<file path="src/rtl/pipe_ctrl_pkg.sv">
// Shared types and constants for the pipeline hazard controller.
// State encodings, register-number width and default load-use bubble count.
package pipe_ctrl_pkg;

    localparam int unsigned REG_W = 5;
    localparam int unsigned DEFAULT_LOAD_STALL_CYCLES = 1;

    typedef enum logic [1:0] {
        RUN        = 2'b00,
        LOAD_STALL = 2'b01,
        MEM_WAIT   = 2'b10
    } state_e;

endpackage

</file>
<file path="src/rtl/load_use_detect.sv">
// Load-use hazard comparator: an in-flight load in ID/EX writes a register
// that the instruction in IF/ID reads. Register zero never creates a hazard.
module load_use_detect
    import pipe_ctrl_pkg::*;
(
    input  logic             idex_mem_read_i,
    input  logic [REG_W-1:0] idex_rt_i,
    input  logic [REG_W-1:0] ifid_rs_i,
    input  logic [REG_W-1:0] ifid_rt_i,
    input  logic             ifid_uses_rt_i,
    output logic             hazard_o
);

    logic rs_match;
    logic rt_match;

    always_comb begin
        rs_match = (idex_rt_i == ifid_rs_i);
        rt_match = ifid_uses_rt_i && (idex_rt_i == ifid_rt_i);
        hazard_o = idex_mem_read_i && (idex_rt_i != '0) && (rs_match || rt_match);
    end

endmodule

</file>
<file path="src/rtl/pipe_hazard_ctrl.sv">
// Hazard/sequencing controller for the five-stage pipeline: load-use bubbles,
// branch/jump flushes and memory-busy freeze. Optional perf counters: HAZARD_PERF_CNT_EN.
module pipe_hazard_ctrl
    import pipe_ctrl_pkg::*;
#(
    parameter int unsigned LOAD_STALL_CYCLES = DEFAULT_LOAD_STALL_CYCLES,
    parameter int unsigned PERF_W            = 16
) (
    input  logic              clk,
    input  logic              rst_n,
    input  logic [REG_W-1:0]  ifid_rs_i,
    input  logic [REG_W-1:0]  ifid_rt_i,
    input  logic              ifid_uses_rt_i,
    input  logic              idex_mem_read_i,
    input  logic [REG_W-1:0]  idex_rt_i,
    input  logic              id_jump_i,
    input  logic              ex_branch_taken_i,
    input  logic              mem_busy_i,
    output logic              pc_write_o,
    output logic              ifid_write_o,
    output logic              ifid_flush_o,
    output logic              idex_flush_o,
    output logic              pipe_freeze_o,
    output logic [1:0]        state_o,
    output logic [PERF_W-1:0] stall_cnt_o,
    output logic [PERF_W-1:0] flush_cnt_o
);

    state_e     state_q, state_d;
    state_e     ret_q, ret_d;
    state_e     cur_state;
    logic [1:0] bub_q, bub_d;
    logic       load_use;

    load_use_detect u_load_use_detect (
        .idex_mem_read_i (idex_mem_read_i),
        .idex_rt_i       (idex_rt_i),
        .ifid_rs_i       (ifid_rs_i),
        .ifid_rt_i       (ifid_rt_i),
        .ifid_uses_rt_i  (ifid_uses_rt_i),
        .hazard_o        (load_use)
    );

    always_comb begin
        state_d       = state_q;
        ret_d         = ret_q;
        bub_d         = bub_q;
        pc_write_o    = 1'b0;
        ifid_write_o  = 1'b0;
        ifid_flush_o  = 1'b0;
        idex_flush_o  = 1'b0;
        pipe_freeze_o = 1'b0;

        // MEM_WAIT behaves as the state it interrupted; the unused code acts as RUN.
        case (state_q)
            LOAD_STALL: cur_state = LOAD_STALL;
            MEM_WAIT:   cur_state = ret_q;
            default:    cur_state = RUN;
        endcase

        if (!rst_n) begin
            ifid_flush_o = 1'b1;
            idex_flush_o = 1'b1;
            state_d      = RUN;
            ret_d        = RUN;
            bub_d        = '0;
        end else if (mem_busy_i) begin
            pipe_freeze_o = 1'b1;
            state_d       = MEM_WAIT;
            ret_d         = cur_state;
        end else if (ex_branch_taken_i) begin
            pc_write_o   = 1'b1;
            ifid_write_o = 1'b1;
            ifid_flush_o = 1'b1;
            idex_flush_o = 1'b1;
            state_d      = RUN;
            bub_d        = '0;
        end else if (id_jump_i) begin
            pc_write_o   = 1'b1;
            ifid_write_o = 1'b1;
            ifid_flush_o = 1'b1;
            state_d      = RUN;
            bub_d        = '0;
        end else if (cur_state == LOAD_STALL) begin
            idex_flush_o = 1'b1;
            bub_d        = bub_q - 2'd1;
            state_d      = (bub_q <= 2'd1) ? RUN : LOAD_STALL;
        end else if (load_use) begin
            idex_flush_o = 1'b1;
            if (LOAD_STALL_CYCLES > 1) begin
                bub_d   = 2'(LOAD_STALL_CYCLES - 1);
                state_d = LOAD_STALL;
            end else begin
                state_d = RUN;
            end
        end else begin
            pc_write_o   = 1'b1;
            ifid_write_o = 1'b1;
            state_d      = RUN;
        end
    end

    always_ff @(posedge clk or negedge rst_n) begin
        if (!rst_n) begin
            state_q <= RUN;
            ret_q   <= RUN;
            bub_q   <= '0;
        end else begin
            state_q <= state_d;
            ret_q   <= ret_d;
            bub_q   <= bub_d;
        end
    end

    assign state_o = state_q;

`ifdef HAZARD_PERF_CNT_EN
    logic [PERF_W-1:0] stall_cnt_q, stall_cnt_d;
    logic [PERF_W-1:0] flush_cnt_q, flush_cnt_d;

    // Frozen cycles do not count as stalls; both counters saturate.
    always_comb begin
        stall_cnt_d = stall_cnt_q;
        flush_cnt_d = flush_cnt_q;
        if (rst_n && !pc_write_o && !mem_busy_i && (stall_cnt_q != '1)) begin
            stall_cnt_d = stall_cnt_q + PERF_W'(1);
        end
        if (rst_n && ifid_flush_o && (flush_cnt_q != '1)) begin
            flush_cnt_d = flush_cnt_q + PERF_W'(1);
        end
    end

    always_ff @(posedge clk or negedge rst_n) begin
        if (!rst_n) begin
            stall_cnt_q <= '0;
            flush_cnt_q <= '0;
        end else begin
            stall_cnt_q <= stall_cnt_d;
            flush_cnt_q <= flush_cnt_d;
        end
    end

    assign stall_cnt_o = stall_cnt_q;
    assign flush_cnt_o = flush_cnt_q;
`else
    assign stall_cnt_o = '0;
    assign flush_cnt_o = '0;
`endif

endmodule

</file>
<file path="config.mk">
export PLATFORM = sky130hd
export DESIGN_NAME = pipe_hazard_ctrl
export DESIGN_NICKNAME = d
export VERILOG_FILES = /design/src/rtl/pipe_ctrl_pkg.sv /design/src/rtl/load_use_detect.sv /design/src/rtl/pipe_hazard_ctrl.sv
export SDC_FILE = /design/constraint.sdc
export NUM_CORES = 1
export LEC_CHECK = 0
export ABC_AREA = 1
export BUFFER_PORTS_ARGS = -buffer_cell sky130_fd_sc_hd__buf_2
export CORE_UTILIZATION = 36
export DETAILED_ROUTE_END_ITERATION = 7
export GPL_ROUTABILITY_DRIVEN = 0
export PLACE_DENSITY = 0.81
export SETUP_SLACK_MARGIN = 0.1
export SLEW_MARGIN = 30
export SYNTH_ARGS = -nofsm -noshare
export SYNTH_HDL_FRONTEND = slang
export SYNTH_SLANG_ARGS = --single-unit
</file>
<file path="constraint.sdc">
create_clock -name clk -period 1.45 [get_ports clk]
set_input_delay 0.145 -clock clk [delete_from_list [all_inputs] [get_ports clk]]
set_output_delay 0.145 -clock clk [all_outputs]
set_load 0.05 [all_outputs]
</file>
==> summary.md <==
| Metric | Value |
|---|---|
| Syn. warnings | `0` |
| Placed cell areas | `approximately 920 um2` |
| Max Slew Vio Count | `0` |
| Diodes inserted | `0` |
| WP data required | `1.31 ns` |
| Post-synth cell types | `17` |
| First-pass GRT wire length | `roughly 2800 um` |
| TritonCTS clock tree | `done` |
| MaxCap Viol Count | `0` |
| Fraction of final layout cells sized beyond drive strength 1 | `0.329` |
| Hold crit path type | `primary input to register` |
| Post-Syn Area | `between 800 and 900 um2` |
| Filler cell count | `220` |
| Dpl hpwl | `between 1000 and 1500 um` |
| Initial antenna violation count | `0` |
| Fmax | `around 530 MHz` |
| Crit path arrival time | `~1.8 ns` |
| Die Span Y | `about 50 um` |
| Worst skew pair latency | `~0.25 ns` |
| Predominant post-synthesis flop cell | `dfrtp_1` |
| Synth cell count leaders | `nand2_1 (37), buf_4 (33), inv_1 (26)` |
| Remaining DRCs | `0` |
| Hold Worst Slack | `0.111 ns` |
| Core Rows | `16` |
| Synthesized area per cell | `slightly above 6 um2` |
| Ports | `61` |
| Outcome | `finished, violations left` |
| Total congestion overflow | `0` |
| Cells after synthesis | `approximately 140` |
| Final Hold Vio Count | `0` |
| Worst Skew | `between 0.002 and 0.0025 ns` |
| Min Tclk post-route | `1.89 ns` |
| Wire length per cell | `~8 um` |
| Yosys top cell area share | `0.302` |
| CP top delay family | `buffers and inverters` |
| Final wirelength | `between 1500 and 2000 um` |
| CP Capture Type | `output port` |
| Yosys top cell by area | `buf_4` |
| CTS clk-pin slew, worst paths | `roughly 0.05 ns` |
| Initial drt markers | `16` |
| Register area | `about 150 um2` |
| H-tree depth | `1` |
| Setup TNS Final | `-1.30 ns` |
| CTS Buf Count | `3` |
| Setup CP Type | `register to output port` |
| Period utilisation layout | `1.31` |
| GRT Total Usage | `0.151` |
| Clk sinks | `6` |
| Die width | `49.8 um` |
| Total placed cells including tap cells | `between 150 and 200` |
| Layout Cells excl Fill | `about 200` |
| Post-synth EDFFs | `0` |
| Port Buf Inserts | `28` |
| Most common cell in the netlist | `nand2_1` |
| Fin worst setup slack | `-0.445 ns` |
| Async S/R FF share, synth | `1.00` |
| Crit-path max cell delay | `approximately 0.4 ns` |
| Final instance area | `around 1000 um2` |
| Vias | `767` |
| Initial Util | `0.402` |
| Power Dens Cells | `just under 700 nW/um2` |
| Critical Path, Cell by Cell | `inv_2 -> ha_4 -> inv_2 -> o21ai_2 -> a21oi_2 -> inv_1 -> nand2_2 -> nand3_2 -> nand2_2 -> clkinvlp_4 -> buf_8` |
| Largest net degree at the start of global routing | `7` |
| Critical path fanouts, max | `3` |
| Fin nets | `~200` |
| Die Area | `roughly 2500 um2` |
| Max rail drop VDD | `364 uV` |
| Routed Antenna Nets | `0` |
| CTS Root Cell | `clkbuf_4` |
| Max Root-Sink Buffers | `2` |
| Crit path buffers/inverters | `5` |
| Register area share after synthesis | `0.183` |
| Slowest CP cell | `dfrtp_2` |
| Via/cell ratio | `about 3.9` |
| Synth area leaders | `buf_4 (30%), dfrtp_1 (18%), nand2_1 (17%)` |
| P&R area growth vs syn | `24.8%` |
| #FFs+latches synth | `6` |
| RSZ-0062 raised after global routing | `true` |
| Core Box Area | `~2000 um2` |
| Area of the multi-input gates | `between 400 and 500 um2` |
| Count of final setup violators | `3` |
| Vias in the first global route | `703` |
| Pleak | `between 0.6 and 0.7 nW` |
| Failing checks | `setup timing` |
| Drt pass-1 iters | `4` |
| CP startpoint kind | `register` |
area by class of cell:
| type | count | share of cell area |
|---|---|---|
| clock buffers | 3 | 0.0220 |
| inverters | 27 | 0.103 |
| multi-input cells | 100 | 0.485 |
| flip-flops and latches | 6 | 0.149 |
| well taps | 27 | 0.0330 |
| repair buffers | 34 | 0.209 |
final timing paths:
check,depth (start not counted),slack (ns),from,endpoint
min,2,0.11,mem_busy_i,ret_q[1]
max reg2reg,9,0.03,state_o[0],bub_q[0]
max,11,-0.44,state_o[0],pc_write_o
min in group asynchronous,2,0.35,rst_n,bub_q[0]
min reg2reg,2,0.56,ret_q[1],ret_q[1]
max in group asynchronous,2,0.85,rst_n,state_o[1]
report_power, final:
part	switching [mW]	leakage, nW	internal, mW	total, mW
combinational	0.291	0.547	0.0719	0.363
sequential	0.00163	0.0798	0.170	0.171
clock	0.0640	0.0138	0.0939	0.158
total	0.357	0.641	0.335	0.692
what timing repair did:
item | CTS | global route
pin swaps | 0 | 3
hold buffers | 1 | 0
setup buffers | 1 | 1
resized for setup | 11 | 8
endpoints found under the setup margin | 3 | 6
hold endpoints to repair | 6 | 0
registers in the layout, summed over array words and instances (netlist names):
name and count:
bub_q 2, ret_q 2, state_o 2
stage by stage:
| stage | total power [mW] | util | worst slack [ns] |
|---|---|---|---|
| 2_1_floorplan | 0.527 | - | -0.477 |
| 3_3_place_gp | 0.517 | 0.450 | -0.132 |
| 3_5_place_dp | 0.518 | 0.450 | -0.188 |
| 4_1_cts | 0.692 | 0.488 | -0.402 |
| 5_1_grt | 0.737 | 0.502 | -0.520 |
| 6_report | 0.692 | 0.502 | -0.445 |
per-layer routing:
metal	track usage	wire length (um)	vias up
li1	-	-	405
met1	0.162	657	318
met2	0.279	835	39
met3	0.0185	91	5
met4	0.0857	36	0
met5	0	0	-
placed cells by master (no fill, tap or decap), drive strengths merged:
cell type	synthesis	layout
ha	3	3
a21oi	3	3
o21ai	4	4
clkbuf	0	3
clkinvlp	0	1
buf	33	33
dfrtp	6	6
xnor2	1	1
nand3	5	5
inv	27	26
conb	1	32
xor2	1	1
nand4	2	2
nand2	38	38
nor2	11	11
dlygate4sd3	0	1
logic make-up after synthesis:
logic type / Yosys count / synth area share
AND/OR/NAND/NOR: 56 / 0.273
adder cells (fa/ha/maj): 3 / 0.0457
XOR/XNOR: 2 / 0.0213
other: 1 / 0.00457
AO/OA/AOI/OAI: 7 / 0.0472
buffers and inverters: 60 / 0.425
flip-flops: 6 / 0.183
Power figures use the tool's default switching activity.
